### src/rtl/uart_pkg.sv
// Shared definitions for the memory-mapped UART receiver: FSM state
// encoding, register addresses, STATUS bit positions and oversampling.
package uart_pkg;

  typedef enum logic [2:0] {
    IDLE   = 3'd0,
    START  = 3'd1,
    DATA   = 3'd2,
    PARITY = 3'd3,
    STOP   = 3'd4
  } rx_state_t;

  localparam logic ADDR_DATA   = 1'b0;
  localparam logic ADDR_STATUS = 1'b1;

  localparam int STAT_PARITY_BIT  = 7;
  localparam int STAT_FRAME_BIT   = 6;
  localparam int STAT_OVERRUN_BIT = 5;

  localparam int OVERSAMPLE = 16;

  // Oversample count values at which the line is sampled: mid start bit,
  // and one full bit period for data, parity and stop bits.
  localparam logic [3:0] MID_TICK  = 4'(OVERSAMPLE / 2 - 1);
  localparam logic [3:0] LAST_TICK = 4'(OVERSAMPLE - 1);

endpackage

### src/rtl/rx_fifo.sv
// Small synchronous FIFO for received bytes. A pop and a push in the same
// cycle both take effect even when full (pop frees the slot first).
module rx_fifo #(
  parameter int WIDTH = 8,
  parameter int DEPTH = 4
) (
  input  logic                     clk,
  input  logic                     rst_n,
  input  logic                     push,
  input  logic                     pop,
  input  logic [WIDTH-1:0]         din,
  output logic [WIDTH-1:0]         dout,
  output logic [$clog2(DEPTH):0]   count,
  output logic                     full,
  output logic                     empty
);

  localparam int AW = $clog2(DEPTH);

  if (DEPTH < 2 || (DEPTH & (DEPTH - 1)) != 0) begin : g_depth_check
    $error("rx_fifo: DEPTH must be a power of two and at least 2");
  end

  logic [WIDTH-1:0] mem [DEPTH];
  logic [AW-1:0]    wptr;
  logic [AW-1:0]    rptr;
  logic             do_push;
  logic             do_pop;

  assign full    = (count == (AW + 1)'(DEPTH));
  assign empty   = (count == '0);
  assign do_pop  = pop && !empty;
  assign do_push = push && (!full || do_pop);
  assign dout    = mem[rptr];

  // Pointer and occupancy bookkeeping.
  always_ff @(posedge clk or negedge rst_n) begin
    if (!rst_n) begin
      wptr  <= '0;
      rptr  <= '0;
      count <= '0;
    end else begin
      if (do_push) wptr <= wptr + AW'(1);
      if (do_pop)  rptr <= rptr + AW'(1);
      if (do_push && !do_pop)      count <= count + (AW + 1)'(1);
      else if (do_pop && !do_push) count <= count - (AW + 1)'(1);
    end
  end

  // Storage write; contents need no reset since occupancy gates reads.
  always_ff @(posedge clk) begin
    if (do_push) mem[wptr] <= din;
  end

endmodule

### src/rtl/uart_rx_mmio.sv
// Memory-mapped UART receiver: 16x oversampled 8N1 deserializer feeding a
// byte FIFO, read through a DATA/STATUS register pair. Defining
// UART_RX_PARITY_EN switches the frame format to 8E1.
//
// Read port handshake: rd is a single-cycle strobe with no back-pressure;
// the result appears on rd_data on the following cycle and is held until
// the next strobe. A DATA read pops the FIFO at that same edge.
module uart_rx_mmio
  import uart_pkg::*;
#(
  parameter int CLK_FREQ   = 50_000_000,
  parameter int BAUD       = 115200,
  parameter int FIFO_DEPTH = 4
) (
  input  logic        clk,
  input  logic        rst_n,
  input  logic        rxd,
  input  logic        addr,
  input  logic        rd,
  output logic [15:0] rd_data,
  output logic        irq,
  output rx_state_t   rx_state
);

  localparam int DIV = CLK_FREQ / (BAUD * OVERSAMPLE);
  localparam int CW  = (DIV > 1) ? $clog2(DIV) : 1;
  localparam int AW  = $clog2(FIFO_DEPTH);

  if (DIV < 1) begin : g_div_check
    $error("uart_rx_mmio: CLK_FREQ/(BAUD*16) must be at least 1");
  end

  logic          sync_a;
  logic          rxd_s;
  logic [CW-1:0] div_cnt;
  logic          tick;

  rx_state_t     state, state_n;
  logic [3:0]    os_cnt, os_n;
  logic [2:0]    bit_idx, bit_n;
  logic [7:0]    shift, shift_n;
  logic          push, frame_evt;

  logic [7:0]    fifo_dout;
  logic [AW:0]   fifo_count;
  logic          fifo_full, fifo_empty;
  logic          pop, stat_rd, overrun_evt;
  logic          parity_err, frame_err, overrun;
  logic [15:0]   status_word;

  // Two-flop synchronizer for the asynchronous serial input (idles high).
  always_ff @(posedge clk or negedge rst_n) begin
    if (!rst_n) begin
      sync_a <= 1'b1;
      rxd_s  <= 1'b1;
    end else begin
      sync_a <= rxd;
      rxd_s  <= sync_a;
    end
  end

  assign tick = (div_cnt == CW'(DIV - 1));

  // Free-running oversample tick divider.
  always_ff @(posedge clk or negedge rst_n) begin
    if (!rst_n)    div_cnt <= '0;
    else if (tick) div_cnt <= '0;
    else           div_cnt <= div_cnt + CW'(1);
  end

  // Receive FSM state and datapath registers.
  always_ff @(posedge clk or negedge rst_n) begin
    if (!rst_n) begin
      state   <= IDLE;
      os_cnt  <= '0;
      bit_idx <= '0;
      shift   <= '0;
    end else begin
      state   <= state_n;
      os_cnt  <= os_n;
      bit_idx <= bit_n;
      shift   <= shift_n;
    end
  end

`ifdef UART_RX_PARITY_EN
  logic par_evt;
`endif

  // Next-state and sample decisions; returns to IDLE straight after the
  // stop sample so a following start edge half a bit later is caught.
  always_comb begin
    state_n   = state;
    os_n      = os_cnt;
    bit_n     = bit_idx;
    shift_n   = shift;
    push      = 1'b0;
    frame_evt = 1'b0;
`ifdef UART_RX_PARITY_EN
    par_evt   = 1'b0;
`endif
    case (state)
      IDLE: begin
        if (!rxd_s) begin
          state_n = START;
          os_n    = '0;
        end
      end
      START: begin
        if (tick) begin
          if (os_cnt == MID_TICK) begin
            os_n    = '0;
            bit_n   = '0;
            state_n = rxd_s ? IDLE : DATA;
          end else begin
            os_n = os_cnt + 4'd1;
          end
        end
      end
      DATA: begin
        if (tick) begin
          if (os_cnt == LAST_TICK) begin
            os_n    = '0;
            shift_n = {rxd_s, shift[7:1]};
            if (bit_idx == 3'd7) begin
`ifdef UART_RX_PARITY_EN
              state_n = PARITY;
`else
              state_n = STOP;
`endif
            end else begin
              bit_n = bit_idx + 3'd1;
            end
          end else begin
            os_n = os_cnt + 4'd1;
          end
        end
      end
`ifdef UART_RX_PARITY_EN
      PARITY: begin
        if (tick) begin
          if (os_cnt == LAST_TICK) begin
            os_n    = '0;
            par_evt = rxd_s ^ (^shift);
            state_n = STOP;
          end else begin
            os_n = os_cnt + 4'd1;
          end
        end
      end
`endif
      STOP: begin
        if (tick) begin
          if (os_cnt == LAST_TICK) begin
            os_n      = '0;
            state_n   = IDLE;
            push      = rxd_s;
            frame_evt = !rxd_s;
          end else begin
            os_n = os_cnt + 4'd1;
          end
        end
      end
      default: state_n = IDLE;
    endcase
  end

  assign rx_state = state;

  rx_fifo #(
    .WIDTH (8),
    .DEPTH (FIFO_DEPTH)
  ) u_fifo (
    .clk   (clk),
    .rst_n (rst_n),
    .push  (push),
    .pop   (pop),
    .din   (shift),
    .dout  (fifo_dout),
    .count (fifo_count),
    .full  (fifo_full),
    .empty (fifo_empty)
  );

  assign pop         = rd && (addr == ADDR_DATA) && !fifo_empty;
  assign stat_rd     = rd && (addr == ADDR_STATUS);
  assign overrun_evt = push && fifo_full && !pop;
  assign irq         = !fifo_empty;

  // Sticky error flags: cleared by a STATUS read unless a new event lands
  // in the same cycle.
  always_ff @(posedge clk or negedge rst_n) begin
    if (!rst_n) begin
      frame_err <= 1'b0;
      overrun   <= 1'b0;
    end else begin
      frame_err <= frame_evt   | (frame_err & ~stat_rd);
      overrun   <= overrun_evt | (overrun & ~stat_rd);
    end
  end

`ifdef UART_RX_PARITY_EN
  // Parity mismatch flag, same sticky/clear behaviour as the others.
  always_ff @(posedge clk or negedge rst_n) begin
    if (!rst_n) parity_err <= 1'b0;
    else        parity_err <= par_evt | (parity_err & ~stat_rd);
  end
`else
  assign parity_err = 1'b0;
`endif

  // STATUS register image.
  always_comb begin
    status_word                   = 16'h0000;
    status_word[STAT_PARITY_BIT]  = parity_err;
    status_word[STAT_FRAME_BIT]   = frame_err;
    status_word[STAT_OVERRUN_BIT] = overrun;
    status_word[4:0]              = 5'(fifo_count);
  end

  // Registered read data, held between strobes.
  always_ff @(posedge clk or negedge rst_n) begin
    if (!rst_n) begin
      rd_data <= 16'h0000;
    end else if (rd) begin
      if (addr == ADDR_STATUS) rd_data <= status_word;
      else if (!fifo_empty)    rd_data <= {8'h00, fifo_dout};
      else                     rd_data <= 16'h0000;
    end
  end

endmodule
### config.mk
export PLATFORM = sky130hd
export DESIGN_NAME = uart_rx_mmio
export DESIGN_NICKNAME = d
export VERILOG_FILES = /design/src/rtl/uart_pkg.sv /design/src/rtl/rx_fifo.sv /design/src/rtl/uart_rx_mmio.sv
export SDC_FILE = /design/constraint.sdc
export NUM_CORES = 1
export LEC_CHECK = 0
export ABC_AREA = 1
export BUFFER_PORTS_ARGS = -buffer_cell sky130_fd_sc_hd__buf_2
export CAP_MARGIN = 20
export CELL_PAD_IN_SITES_DETAIL_PLACEMENT = 2
export CELL_PAD_IN_SITES_GLOBAL_PLACEMENT = 2
export CORE_UTILIZATION = 40
export CTS_BUF_LIST = sky130_fd_sc_hd__clkbuf_8
export CTS_CLUSTER_SIZE = 40
export DETAILED_ROUTE_END_ITERATION = 10
export GPL_TIMING_DRIVEN = 1
export PLACE_DENSITY_LB_ADDON = 0.1
export SETUP_SLACK_MARGIN = 0.02
export SLEW_MARGIN = 20
export SYNTH_ARGS = -nofsm -noshare
export SYNTH_HDL_FRONTEND = slang
export SYNTH_SLANG_ARGS = --single-unit
### constraint.sdc
create_clock -name clk -period 3 [get_ports clk]
set_input_delay 0.15 -clock clk [delete_from_list [all_inputs] [get_ports clk]]
set_output_delay 0.15 -clock clk [all_outputs]
set_load 0.01 [all_outputs]
==> results.md <==
Worst setup path:
- In this design, the stage delay of the slowest critical-path cell is 0.41 ns.
- The startpoint kind of the worst setup timing path is a flip-flop.
- The endpoint kind of the worst setup timing path is a flip-flop.
- Traced cell by cell, the critical path runs through inv_1, ha_1, inv_1, nor2_2, nand2_2, nor2_8, nand3_2, nor2_2, ha_1, inv_1, fa_1, a21oi_1, o21ai_0, xor2_1.
- The worst register-to-register path begins at div_cnt[0]$_DFF_PN0_.
- At the worst endpoint, the arrival time is ~2.8 ns.
- The start-to-end type of the worst setup path is reg2reg.
- The data required time of the worst path is around 3.2 ns.
- Tracing the worst setup path back leads to its startpoint at div_cnt[0]$_DFF_PN0_.
- Among the stages of the critical path, the cell type that occurs most often is sky130_fd_sc_hd__inv_1.
- The critical-path cell with the highest stage delay is sky130_fd_sc_hd__dfrtp_1.
- The maximum fanout count along the critical path is 9.

Power and ir drop:
- The internal power summed over all cells is 0.001850 W.
- The part of the power in the clock network is 36.7%.
- The switching share of power is between 20 and 30%.
- The part of the power in combinational logic is 17.1%.
- The switching power is 0.0007373 W.
- The post-layout total power is 0.002587 W.
- In this run the static leakage power is 1.898 nW.
- The maximum resistive drop on vdd is approximately 220 uV.
- The share of total power dissipated in sequential elements is between 40 and 50%.
- Dividing total power by cell area gives a power density of about 650 nW/um^2.

Global route:
- The number of global-route vias before repair is about 2800.
- The global-route usage over all layers is 21.23%.
- Entering global routing, the biggest net connects 43 pins.
- The initial antenna violation count came to 0.
- Global routing finished with a remaining overflow of 0.
- The first global-routing pass estimated around 14000 microns of wire.

Clock network:
- The number of clock buffers added by TritonCTS is 9.
- The number of resized instances in the post-cts repair step is 0.
- The cell at the root of the clock tree is sky130_fd_sc_hd__clkbuf_8.
- Clock-pin slew was measured on the worst setup and hold paths at 0.08 ns.
- In this run the number of H-tree levels came out at 3.
- The clock latency reported for the late side of the worst-skew pair is 0.35 ns.
- The clock drives 74 sinks.
- The number of setup buffers added after CTS is 0.
- The clock passes through at most 2 buffers.
- The clock tree from TritonCTS is done.

Finish:
- Leaving out fill and tap cells, the most frequent cell in the layout is sky130_fd_sc_hd__nand2_1.
- In the final layout, the share of cells above drive strength 1 is a little under a fifth.
- Cells fill a little under half of the core in the end.
- The total of fill cells in the finished design is around 910.
- The top cell types in the final layout, fill and taps aside, are 94 x sky130_fd_sc_hd__nand2_1, 40 x sky130_fd_sc_hd__dfrtp_1, 34 x sky130_fd_sc_hd__inv_1.
- Compared with the post-synthesis result, the final layout area differs by 12.86%.
- For this run, the post-layout net count is 404.
- The total inserted antenna cells is 0.

Detailed routing:
- In the final routed layout, each cell accounts on average for 17.31 microns.
- The detail route stage leaves a number of antenna-violating nets equal to 0.
- The first TritonRoute pass finished after 4 iterations.
- Summed over all layers, the routed wires come to 8619 microns.
- For this run, design rule violations remaining after detail routing come to 0.
- The detailed-route via count is 2581.
- The initial detailed-routing violation count is 75.
- The via density per instance is between 5 and 6.

Timing:
- Setup repair after global routing left no endpoint under its margin.
- The measured slew at the worst slew-check pin is between 0.5 and 0.6 ns.
- Based on the critical path, the design can be clocked at up to around 0.39 GHz.
- The share of the clock period used by the worst path after layout is 86.50%.
- The final-report hold violation count came to 0.
- Between clock sinks in the finished design, the worst skew comes to 0.008301 ns.
- The headroom to the max-slew limit is 61.01%.
- The setup violation total in the final timing report is 0.
- Setup slack on the critical path of the routed design comes to ~0.4 ns.
- The count of final max-slew check failures is 0.
- The minimum period implied by the final worst setup slack is 2.595 ns.
- The sum of negative setup slack is 0 ns.

Synthesis:
- Counting every instance in the synthesized netlist gives 360.
- In this run the cell area of the synthesized design comes to 3521 sq um.
- After synthesis the netlist holds a flip-flop and latch count of 74.
- After synthesis, the mean cell area works out to 9.780 sq um.
- The part of the Yosys area used for sequential elements is 57.21%.
- The number of distinct standard cells referenced by the synthesized netlist is 37.
- The synthesis warning total is 0.

Placement:
- The count of input and output buffers is 16.
- Prior to clock tree synthesis, the placed netlist has a worst setup slack of 0.4538 ns.
- The congestion estimate from routability-driven global placement came to approximately 0.75.
- Detailed placement ended at an HPWL of slightly above 6000 microns.

Die:
- The boundary pin count is 25.
- The region available for standard cell placement spans 8382 sq um.
- The die height is about 96 microns.
- The die is around 96 microns wide.
- The number of standard-cell rows in the floorplan is 33.
- The starting utilization of the core area is 42.01%.
- The area of the die is 9181 sq um.

Min path:
- The critical hold path startpoint is addr.
- The classification of the worst-slack hold path is in2reg.

Outcome:
- The run finished with clean final reports.

Flow run:
- The tool flagged a number of max-cap violations equal to 0.
## layer usage
metal / up-vias / wire, microns / GRT usage [%]
met5: - / 0 / 0
met4: 0 / 136 / 7.711
li1: 1217 / - / -
met1: 1322 / 3792 / 25.30
met3: 12 / 182 / 4.028
met2: 30 / 4508 / 37.98
## cells by family (layout without fill, tap and decap cells)
group | count (synthesis) | in the layout | share of synthesized area [%]
AO/OA/AOI/OAI | 33 | 33 | 5.934
XOR/XNOR | 3 | 3 | 0.7464
adder cells (fa/ha/maj) | 11 | 11 | 4.122
buffers and inverters | 50 | 76 | 6.468
flip-flops | 74 | 74 | 57.21
multiplexers | 1 | 1 | 0.3198
other | 1 | 8 | 0.1065
AND/OR/NAND/NOR | 187 | 187 | 25.09
## state kept, by name, indices dropped and copies added (netlist names)
| register | cells |
|---|---|
| overrun | 1 |
| rxd_s | 1 |
| div_cnt | 5 |
| rd_data | 8 |
| u_fifo.mem | 32 |
| sync_a | 1 |
| u_fifo.rptr | 2 |
| shift | 8 |
| bit_idx | 3 |
| os_cnt | 4 |
| u_fifo.wptr | 2 |
| rx_state | 3 |
| u_fifo.count | 3 |
| frame_err | 1 |
## area by class of cell
class	count	area [sq um]	share of cell area, %
clock buffers	10	137.6	3.463
repair buffers	23	140.1	3.526
well taps	105	131.4	3.306
clock inverters	6	106.4	2.676
inverters	37	138.9	3.495
flip-flops and latches	74	2014	50.69
multi-input cells	243	1305	32.84
## final timing paths
| path | to | slack (ns) | depth (start not counted) |
|---|---|---|---|
| min in group asynchronous | rd_data[7]$_DFFE_PN0P_ | 0.36 | 2 |
| worst max-delay path | u_fifo.count[2]$_DFFE_PN0P_ | 0.40 | 14 |
| max in group asynchronous | rx_state[0]$_DFFE_PN0P_ | 2.24 | 2 |
| worst min-delay path | rd_data[2]$_DFFE_PN0P_ | 0.19 | 3 |
| worst min register to register | rxd_s$_DFF_PN1_ | 0.37 | 0 |
| worst max register to register | u_fifo.count[2]$_DFFE_PN0P_ | 0.40 | 14 |
## synthesized netlist by cell type
library cell               instances  share of area, %
sky130_fd_sc_hd__buf_6             1              0.32
sky130_fd_sc_hd__nand3_2           2              0.57
sky130_fd_sc_hd__buf_4             8               1.7
sky130_fd_sc_hd__nand2_2           7               1.2
sky130_fd_sc_hd__nand3_1          32               4.5
sky130_fd_sc_hd__nor2_2            6               1.1
sky130_fd_sc_hd__inv_2             3              0.32
sky130_fd_sc_hd__o211ai_1          3              0.64
sky130_fd_sc_hd__o22ai_1           4              0.71
sky130_fd_sc_hd__conb_1            1              0.11
sky130_fd_sc_hd__inv_1            32               3.4
sky130_fd_sc_hd__mux2_2            1              0.32
sky130_fd_sc_hd__o21ai_1           2              0.28
sky130_fd_sc_hd__o21ai_2           4              0.99
sky130_fd_sc_hd__a21oi_2           3              0.75
sky130_fd_sc_hd__nand2_4           1              0.32
sky130_fd_sc_hd__clkinv_1          2              0.21
sky130_fd_sc_hd__a21oi_1           3              0.43
sky130_fd_sc_hd__fa_1              1              0.57
sky130_fd_sc_hd__xnor2_1           1              0.25
sky130_fd_sc_hd__nor2_1           32               3.4
sky130_fd_sc_hd__edfxtp_1         32                27
sky130_fd_sc_hd__o21a_1            2              0.43
sky130_fd_sc_hd__nor2_4            3              0.96
sky130_fd_sc_hd__buf_2             2              0.28
sky130_fd_sc_hd__nor2_8            1              0.57
sky130_fd_sc_hd__nand4_1           5              0.89
sky130_fd_sc_hd__clkbuf_1          2              0.21
sky130_fd_sc_hd__xor2_1            2              0.50
sky130_fd_sc_hd__nand4_2           1              0.36
sky130_fd_sc_hd__nand3_4           2              0.99
sky130_fd_sc_hd__dfstp_2           2               1.5
sky130_fd_sc_hd__o21ai_0          12               1.7
sky130_fd_sc_hd__nand2_1          94                10
sky130_fd_sc_hd__dfrtp_1          40                28
sky130_fd_sc_hd__nor3_1            1              0.14
sky130_fd_sc_hd__ha_1             10               3.6
## repair_timing
item,CTS,global route
hold endpoints to repair,1,40
endpoints found under the setup margin,0,0
hold buffers,1,1
## power by group through the flow
stage          Combinational (W)  Sequential [W]  Clock (W)
2_1_floorplan           0.000294         0.00120          0
3_3_place_gp            0.000415         0.00121          0
3_5_place_dp            0.000453         0.00122          0
4_1_cts                 0.000456         0.00119   0.000969
5_1_grt                 0.000500         0.00121    0.00101
6_report                0.000443         0.00119   0.000950
## stage by stage
| step | area, sq um | cells | hold slack (ns) |
|---|---|---|---|
| final | 3974 | 498 | 0.1869 |
| after detailed placement | 3707 | 480 | 0.2609 |
| after global placement | 3707 | 480 | 0.2547 |
| after CTS | 3961 | 497 | 0.01631 |
| after global routing | 3974 | 498 | 0.2232 |
| after floorplan | 3547 | 367 | -0.1456 |
## worst max-delay path, delay by kind of cell, from the launching register on
kind                     cells  cell delay [ns]
AND/OR/NAND/NOR              5             0.75
flip-flops                   1             0.41
adder cells (fa/ha/maj)      3             0.71
buffers and inverters        3             0.19
XOR/XNOR                     1             0.15
AO/OA/AOI/OAI                2             0.27
(Power assumes the default switching activity.)
